[config.mk]
export PLATFORM = sky130hd
export DESIGN_NAME = keypad_scanner_flat
export DESIGN_NICKNAME = d
export VERILOG_FILES = /design/src/rtl/keypad_scanner_if.sv /design/src/rtl/keypad_scanner.sv /design/src/flat_wrapper.sv
export SDC_FILE = /design/constraint.sdc
export NUM_CORES = 1
export LEC_CHECK = 0
export BUFFER_PORTS_ARGS = -buffer_cell sky130_fd_sc_hd__buf_2
export CAP_MARGIN = 0
export CORE_MARGIN = 2
export CORE_UTILIZATION = 50
export CTS_CLUSTER_SIZE = 8
export DETAILED_ROUTE_END_ITERATION = 10
export GPL_ROUTABILITY_DRIVEN = 0
export PLACE_DENSITY = 0.78
export SLEW_MARGIN = 20
export SYNTH_ARGS = -nofsm -noshare
export SYNTH_HDL_FRONTEND = slang
export SYNTH_SLANG_ARGS = --single-unit
[constraint.sdc]
create_clock -name clk -period 5.25 [get_ports clk]
set_input_delay 0.2625 -clock clk [delete_from_list [all_inputs] [get_ports clk]]
set_output_delay 0.2625 -clock clk [all_outputs]
set_load 0.01 [all_outputs]
[src/rtl/keypad_scanner_if.sv]
// Keypad scanner bundle: matrix pins, key event outputs, and the
// FSM state tap for debug.
//
// Handshake: key_valid is a one-cycle strobe that has no ready. key_code,
// digit_new and digit_old change only on the clock edge that raises
// key_valid. They are stable for every cycle between events, so a
// consumer can sample them at any time. key_held is a level, not a strobe.
interface keypad_scanner_if;
    logic [3:0] rows;       // keypad rows, active-low, asynchronous
    logic [3:0] cols;       // column drive, active-low, one-hot-low
    logic [3:0] key_code;
    logic       key_valid;
    logic       key_held;
    logic [3:0] digit_new;
    logic [3:0] digit_old;
    logic [1:0] state_dbg;  // 0 SCAN, 1 DEBOUNCE, 2 HELD, 3 RELEASE

    // Keypad/consumer side: drives rows and observes everything else
    modport master (
        output rows,
        input  cols, key_code, key_valid, key_held, digit_new, digit_old,
        input  state_dbg
    );

    // Scanner side
    modport slave (
        input  rows,
        output cols, key_code, key_valid, key_held, digit_new, digit_old,
        output state_dbg
    );
endinterface

[src/rtl/keypad_scanner.sv]
// 4x4 active-low matrix keypad scanner.
// It walks the columns, debounces the press and the release of one key,
// and emits one key_valid strobe for each accepted press. It also keeps
// the last two accepted digits for the display mux.
module keypad_scanner #(
    parameter int SCAN_DIV        = 12_000,
    parameter int DEBOUNCE_CYCLES = 240_000
) (
    input logic        clk,
    input logic        reset,
    keypad_scanner_if.slave kp
);

    // One counter serves both as the column dwell timer and as the debounce timer
    localparam int CNT_MAX = (SCAN_DIV > DEBOUNCE_CYCLES) ? SCAN_DIV : DEBOUNCE_CYCLES;
    localparam int CW      = (CNT_MAX > 1) ? $clog2(CNT_MAX) : 1;
    localparam logic [CW-1:0] SCAN_LAST = CW'(SCAN_DIV - 1);
    localparam logic [CW-1:0] DEB_LAST  = CW'(DEBOUNCE_CYCLES - 1);

    typedef enum logic [1:0] {
        SCAN     = 2'd0,
        DEBOUNCE = 2'd1,
        HELD     = 2'd2,
        RELEASE  = 2'd3
    } state_t;

    state_t        state, state_next;
    logic [3:0]    rows_m, rows_s;
    logic [CW-1:0] cnt;
    logic [1:0]    col_idx;
    logic [1:0]    row_idx;
    logic [3:0]    key_code_r;
    logic          key_valid_r;
    logic [3:0]    digit_new_r, digit_old_r;

    // Decoded control strobes from the next-state logic
    logic          cnt_clr, cnt_inc, col_adv, capture, accept;

    // Derived row information
    logic          any_low;
    logic [1:0]    low_row;
    logic          row_in;

    // Row map to hex code; rows r0..r3 top to bottom, cols c0..c3 left to right
    function automatic logic [3:0] key_lookup(input logic [1:0] r, input logic [1:0] c);
        logic [3:0] code;
        case ({r, c})
            4'h0: code = 4'h1;  4'h1: code = 4'h2;  4'h2: code = 4'h3;  4'h3: code = 4'hA;
            4'h4: code = 4'h4;  4'h5: code = 4'h5;  4'h6: code = 4'h6;  4'h7: code = 4'hB;
            4'h8: code = 4'h7;  4'h9: code = 4'h8;  4'hA: code = 4'h9;  4'hB: code = 4'hC;
            4'hC: code = 4'hE;  4'hD: code = 4'h0;  4'hE: code = 4'hF;  default: code = 4'hD;
        endcase
        return code;
    endfunction

    // Two-flop synchronizer for the asynchronous row lines (idle high)
    always_ff @(posedge clk or posedge reset) begin
        if (reset) begin
            rows_m <= 4'b1111;
            rows_s <= 4'b1111;
        end else begin
            rows_m <= kp.rows;
            rows_s <= rows_m;
        end
    end

    // Pick the lowest-numbered low row; the captured row is watched after that
    always_comb begin
        any_low = ~&rows_s;
        low_row = 2'd3;
        if (!rows_s[0])      low_row = 2'd0;
        else if (!rows_s[1]) low_row = 2'd1;
        else if (!rows_s[2]) low_row = 2'd2;
        row_in  = rows_s[row_idx];
    end

    // State register
    always_ff @(posedge clk or posedge reset) begin
        if (reset) state <= SCAN;
        else       state <= state_next;
    end

    // Next-state logic and datapath control strobes
    always_comb begin
        state_next = state;
        cnt_clr    = 1'b0;
        cnt_inc    = 1'b0;
        col_adv    = 1'b0;
        capture    = 1'b0;
        accept     = 1'b0;
        case (state)
            SCAN: begin
                if (cnt == SCAN_LAST) begin
                    cnt_clr = 1'b1;
                    if (any_low) begin
                        capture    = 1'b1;
                        state_next = DEBOUNCE;
                    end else begin
                        col_adv = 1'b1;
                    end
                end else begin
                    cnt_inc = 1'b1;
                end
            end
            DEBOUNCE: begin
                if (row_in) begin
                    // Press did not survive: abandon it and keep scanning
                    state_next = SCAN;
                    cnt_clr    = 1'b1;
                    col_adv    = 1'b1;
                end else if (cnt == DEB_LAST) begin
                    accept     = 1'b1;
                    state_next = HELD;
                    cnt_clr    = 1'b1;
                end else begin
                    cnt_inc = 1'b1;
                end
            end
            HELD: begin
                cnt_clr = 1'b1;
                if (row_in) state_next = RELEASE;
            end
            RELEASE: begin
                if (!row_in) begin
                    // Release bounce: key is still down, no new event
                    state_next = HELD;
                    cnt_clr    = 1'b1;
                end else if (cnt == DEB_LAST) begin
                    state_next = SCAN;
                    cnt_clr    = 1'b1;
                    col_adv    = 1'b1;
                end else begin
                    cnt_inc = 1'b1;
                end
            end
            default: begin
                state_next = SCAN;
                cnt_clr    = 1'b1;
            end
        endcase
    end

    // Output logic: column drive follows the column index, held mirrors the state
    always_comb begin
        kp.cols      = ~(4'b0001 << col_idx);
        kp.key_held  = (state == HELD) || (state == RELEASE);
        kp.state_dbg = state;
    end

    // Counter, column index and captured row
    always_ff @(posedge clk or posedge reset) begin
        if (reset) begin
            cnt     <= '0;
            col_idx <= 2'd0;
            row_idx <= 2'd0;
        end else begin
            if (cnt_clr)      cnt <= '0;
            else if (cnt_inc) cnt <= cnt + 1'b1;
            if (col_adv)      col_idx <= col_idx + 2'd1;
            if (capture)      row_idx <= low_row;
        end
    end

    // Key event registers: update only on the accepting edge
    always_ff @(posedge clk or posedge reset) begin
        if (reset) begin
            key_code_r  <= 4'h0;
            key_valid_r <= 1'b0;
            digit_new_r <= 4'h0;
            digit_old_r <= 4'h0;
        end else begin
            key_valid_r <= accept;
            if (accept) begin
                key_code_r  <= key_lookup(row_idx, col_idx);
                digit_new_r <= key_lookup(row_idx, col_idx);
                digit_old_r <= digit_new_r;
            end
        end
    end

    assign kp.key_code  = key_code_r;
    assign kp.key_valid = key_valid_r;
    assign kp.digit_new = digit_new_r;
    assign kp.digit_old = digit_old_r;

endmodule

[src/flat_wrapper.sv]
// flat-port wrapper written by rule: the top's interface ports become plain ports
module keypad_scanner_flat 
#(
    parameter int SCAN_DIV        = 12_000,
    parameter int DEBOUNCE_CYCLES = 240_000
)
  (clk, reset, kp_rows, kp_cols, kp_key_code, kp_key_valid, kp_key_held, kp_digit_new, kp_digit_old, kp_state_dbg);
  keypad_scanner_if kp_i ();
  input logic clk;
  input logic reset;
  input wire logic [$bits(kp_i.rows)-1:0] kp_rows;
  output wire logic [$bits(kp_i.cols)-1:0] kp_cols;
  output wire logic [$bits(kp_i.key_code)-1:0] kp_key_code;
  output wire logic [$bits(kp_i.key_valid)-1:0] kp_key_valid;
  output wire logic [$bits(kp_i.key_held)-1:0] kp_key_held;
  output wire logic [$bits(kp_i.digit_new)-1:0] kp_digit_new;
  output wire logic [$bits(kp_i.digit_old)-1:0] kp_digit_old;
  output wire logic [$bits(kp_i.state_dbg)-1:0] kp_state_dbg;
  assign kp_i.rows = kp_rows;
  assign kp_cols = kp_i.cols;
  assign kp_key_code = kp_i.key_code;
  assign kp_key_valid = kp_i.key_valid;
  assign kp_key_held = kp_i.key_held;
  assign kp_digit_new = kp_i.digit_new;
  assign kp_digit_old = kp_i.digit_old;
  assign kp_state_dbg = kp_i.state_dbg;
  keypad_scanner #(.SCAN_DIV(SCAN_DIV), .DEBOUNCE_CYCLES(DEBOUNCE_CYCLES)) u_core (.clk(clk), .reset(reset), .kp(kp_i));
endmodule
==> results_dict.tcl <==
set metrics [dict create \
    status "finished clean" \
    p_seq_frac 0.540 \
    insertion_delay_ps 300 \
    cts-htree-levels 2 \
    power_frac_clock 0.441 \
    grt_pass1_vias 1236 \
    power_switching_mw 0.119 \
    firstDrtPassIters 4 \
    path_clk_slew_ps 80 \
    grt-busiest-layer "met2" \
    wl_per_cell_um 13.0 \
    use_met2 0.245 \
    fmax_mhz 448 \
    syn_area_per_cell_um2 11.3 \
    powerDensity_mw_per_mm2 257 \
    hp-class "input pin to flip-flop" \
    cts_buffers 5 \
    synthArstFlopShare 1.00 \
    grt_overflow 0 \
    layout.nets 222 \
    start_util 0.520 \
    diodes 0 \
    routed_wl_mm 3.38 \
    post_cts_buffers 0 \
    core_mm2 0.00403 \
    die_w_um 68.7 \
    pwr-share-comb 0.020 \
    power.leakage_nw 1.10 \
    dieArea_mm2 0.00472 \
    pin_count 26 \
    cts_resized 0 \
    synth.most_common_cell "dfrtp_1" \
    area_delta_synth_final_pct 11.2 \
    cts_tree "yes" \
    synth_top_area_frac 0.395 \
    ys_seq_elements 41 \
    maxSlewViolCount 0 \
    cp.arrival_ps 2420 \
    relSlewSlack 0.492 \
    path_class "flip-flop to flip-flop" \
    power.internal_mw 0.479 \
    stdcell_count 260 \
    rows 23 \
    ys_top_cells_by_area "dfrtp_1 39%, dfstp_2 10%, mux2_4 5.7%, ha_1 4.2%, xor2_1 4.2%" \
    ys_seq_area_frac 0.495 \
    vias 1336 \
    drc 0 \
    antenna_found_initial 0 \
    cts_num_sinks 41 \
    root_buffer "clkbuf_8" \
    worstPathRequired_ps 5440 \
    synth_common_cells "33 x dfrtp_1, 22 x nor2_1, 15 x nand2_1, 11 x inv_1, 10 x xor2_1" \
    cp_max_fo 12 \
    hpwl_mm 2.36 \
    netlist_area_mm2 0.00209 \
    hold_viol_final 0 \
    final.setup_skew_ps 5.20 \
    worstMarginPinSlew_ps 757 \
    syn-num-nets 199 \
    synth_top_area_cell "dfrtp_1" \
    period_share 0.425 \
    drive_gt1_frac 0.290 \
    ctsHoldBuffers 0 \
    startpoint_type "flip-flop" \
    p_total_mw 0.598 \
    grt_max_degree 42 \
    tns_ps 0 \
    setup_viol 0 \
    synthFlopType "dfrtp_1" \
    fin_ws_ps 3020 \
    viasPerCell 5.14 \
    postLayoutCellArea_mm2 0.00233 \
    dp_worst_setup_slack_ps 3050 \
    placedInstanceArea_mm2 0.00221 \
    dp_cells 252 \
    maxCapViolCount 0 \
    synth_edf_count 0 \
    port_buffers 25 \
    netSwitchingFraction 0.199 \
    finalCriticalPeriod_ps 2230 \
    die_h_um 68.7 \
    grt_pass1_wl_mm 5.59 \
    gr-usage-met3 0.0471 \
    syn_inst 186 \
    n_fill_cell 348 \
    ant_nets 0 \
    met1_usage 0.219 \
    cts_max_path_buffers 2 \
    irDropWorstVdd_uv 213 \
    worstSetupEndpointType "flip-flop" \
    drtIter0Drc 112 \
    synth.distinct_cells 40 \
    yosysWarnings 0 \
    rsz0062_at_grt "false" \
    track_usage 0.166 \
]
## per-layer routing
layer | routed length [µm] | part of all wire
met2 | 1470 | 0.43
met4 | 89 | 0.026
met5 | 0 | 0
met1 | 1670 | 0.49
met3 | 152 | 0.045
## power groups by stage
stage	Combinational, mW	Clock, mW	Sequential [mW]
3_5_place_dp	0.0124	0	0.329
2_1_floorplan	0.00804	0	0.328
4_1_cts	0.0125	0.269	0.323
3_3_place_gp	0.0121	0	0.329
6_report	0.0118	0.264	0.323
5_1_grt	0.0137	0.280	0.323
## state kept, by name, indices dropped and copies added, names as in the netlist, named ones only
signal	count
u_core.kp.digit_old	4
u_core.kp.state_dbg	1
u_core.kp.key_valid	1
u_core.row_idx	2
u_core.kp.key_code	4
u_core.cnt	18
u_core.rows_m	4
u_core.col_idx	2
u_core.rows_s	4
## placed cells by master (no fill, tap or decap), types with 2 or more instances in the layout
cell type,n
dfrtp_1,33
buf_2,25
nor2_1,22
nand2_1,15
inv_1,11
xor2_1,10
nand3_1,9
mux2_4,8
dfstp_2,8
nand4_1,7
xnor2_1,7
o21ai_0,7
ha_1,7
clkbuf_8,6
nor3_1,3
nor3b_2,2
and4_1,2
o211ai_1,2
and4_2,2
a21oi_1,2
mux2i_1,2
## layout make-up
type                    instances  area [µm²]  area share
multi-input cells             124         936       0.402
flip-flops and latches         41        1040       0.445
clock buffers                   6        82.6      0.0355
repair buffers                 26         133      0.0570
inverters                      11        41.3      0.0177
well taps                      50        62.6      0.0269
clock inverters                 2        37.5      0.0161
## final timing paths
path                                   start                     to  slack [ps]  cells past startpoint
setup reg to reg           u_core.row_idx[1]  u_core.kp.key_code[3]        3020                      3
hold reg to reg             u_core.rows_m[2]       u_core.rows_s[2]         360                      0
setup / recovery           u_core.row_idx[1]  u_core.kp.key_code[3]        3020                      3
max in group asynchronous              reset       u_core.rows_m[0]        4830                      3
hold / removal                    kp_rows[3]       u_core.rows_m[3]          50                      1
min in group asynchronous              reset          u_core.cnt[5]          70                      3
## per-stage QoR
step	hold WS, ps	utilization
after detailed placement	347	0.548
after global placement	346	0.548
after floorplan	267	-
after CTS	45.5	0.578
after global routing	38.9	0.578
final	54.9	0.578
## critical path: stages (launching register included)
cell and delay, ps:
dfrtp_1 550, mux4_2 600, or3_1 590, mux2_4 370
## kinds of logic (layout without fill, tap and decap cells)
family | after synthesis | in the layout | synth area share
xor+xnor | 17 | 17 | 0.0711
buf+inv | 21 | 45 | 0.0580
fa+ha+maj | 7 | 7 | 0.0418
compound gates | 15 | 15 | 0.0598
mux | 12 | 12 | 0.0831
flops | 41 | 41 | 0.495
simple gates | 73 | 73 | 0.191
Note: power is estimated with default switching activity, not from simulation.
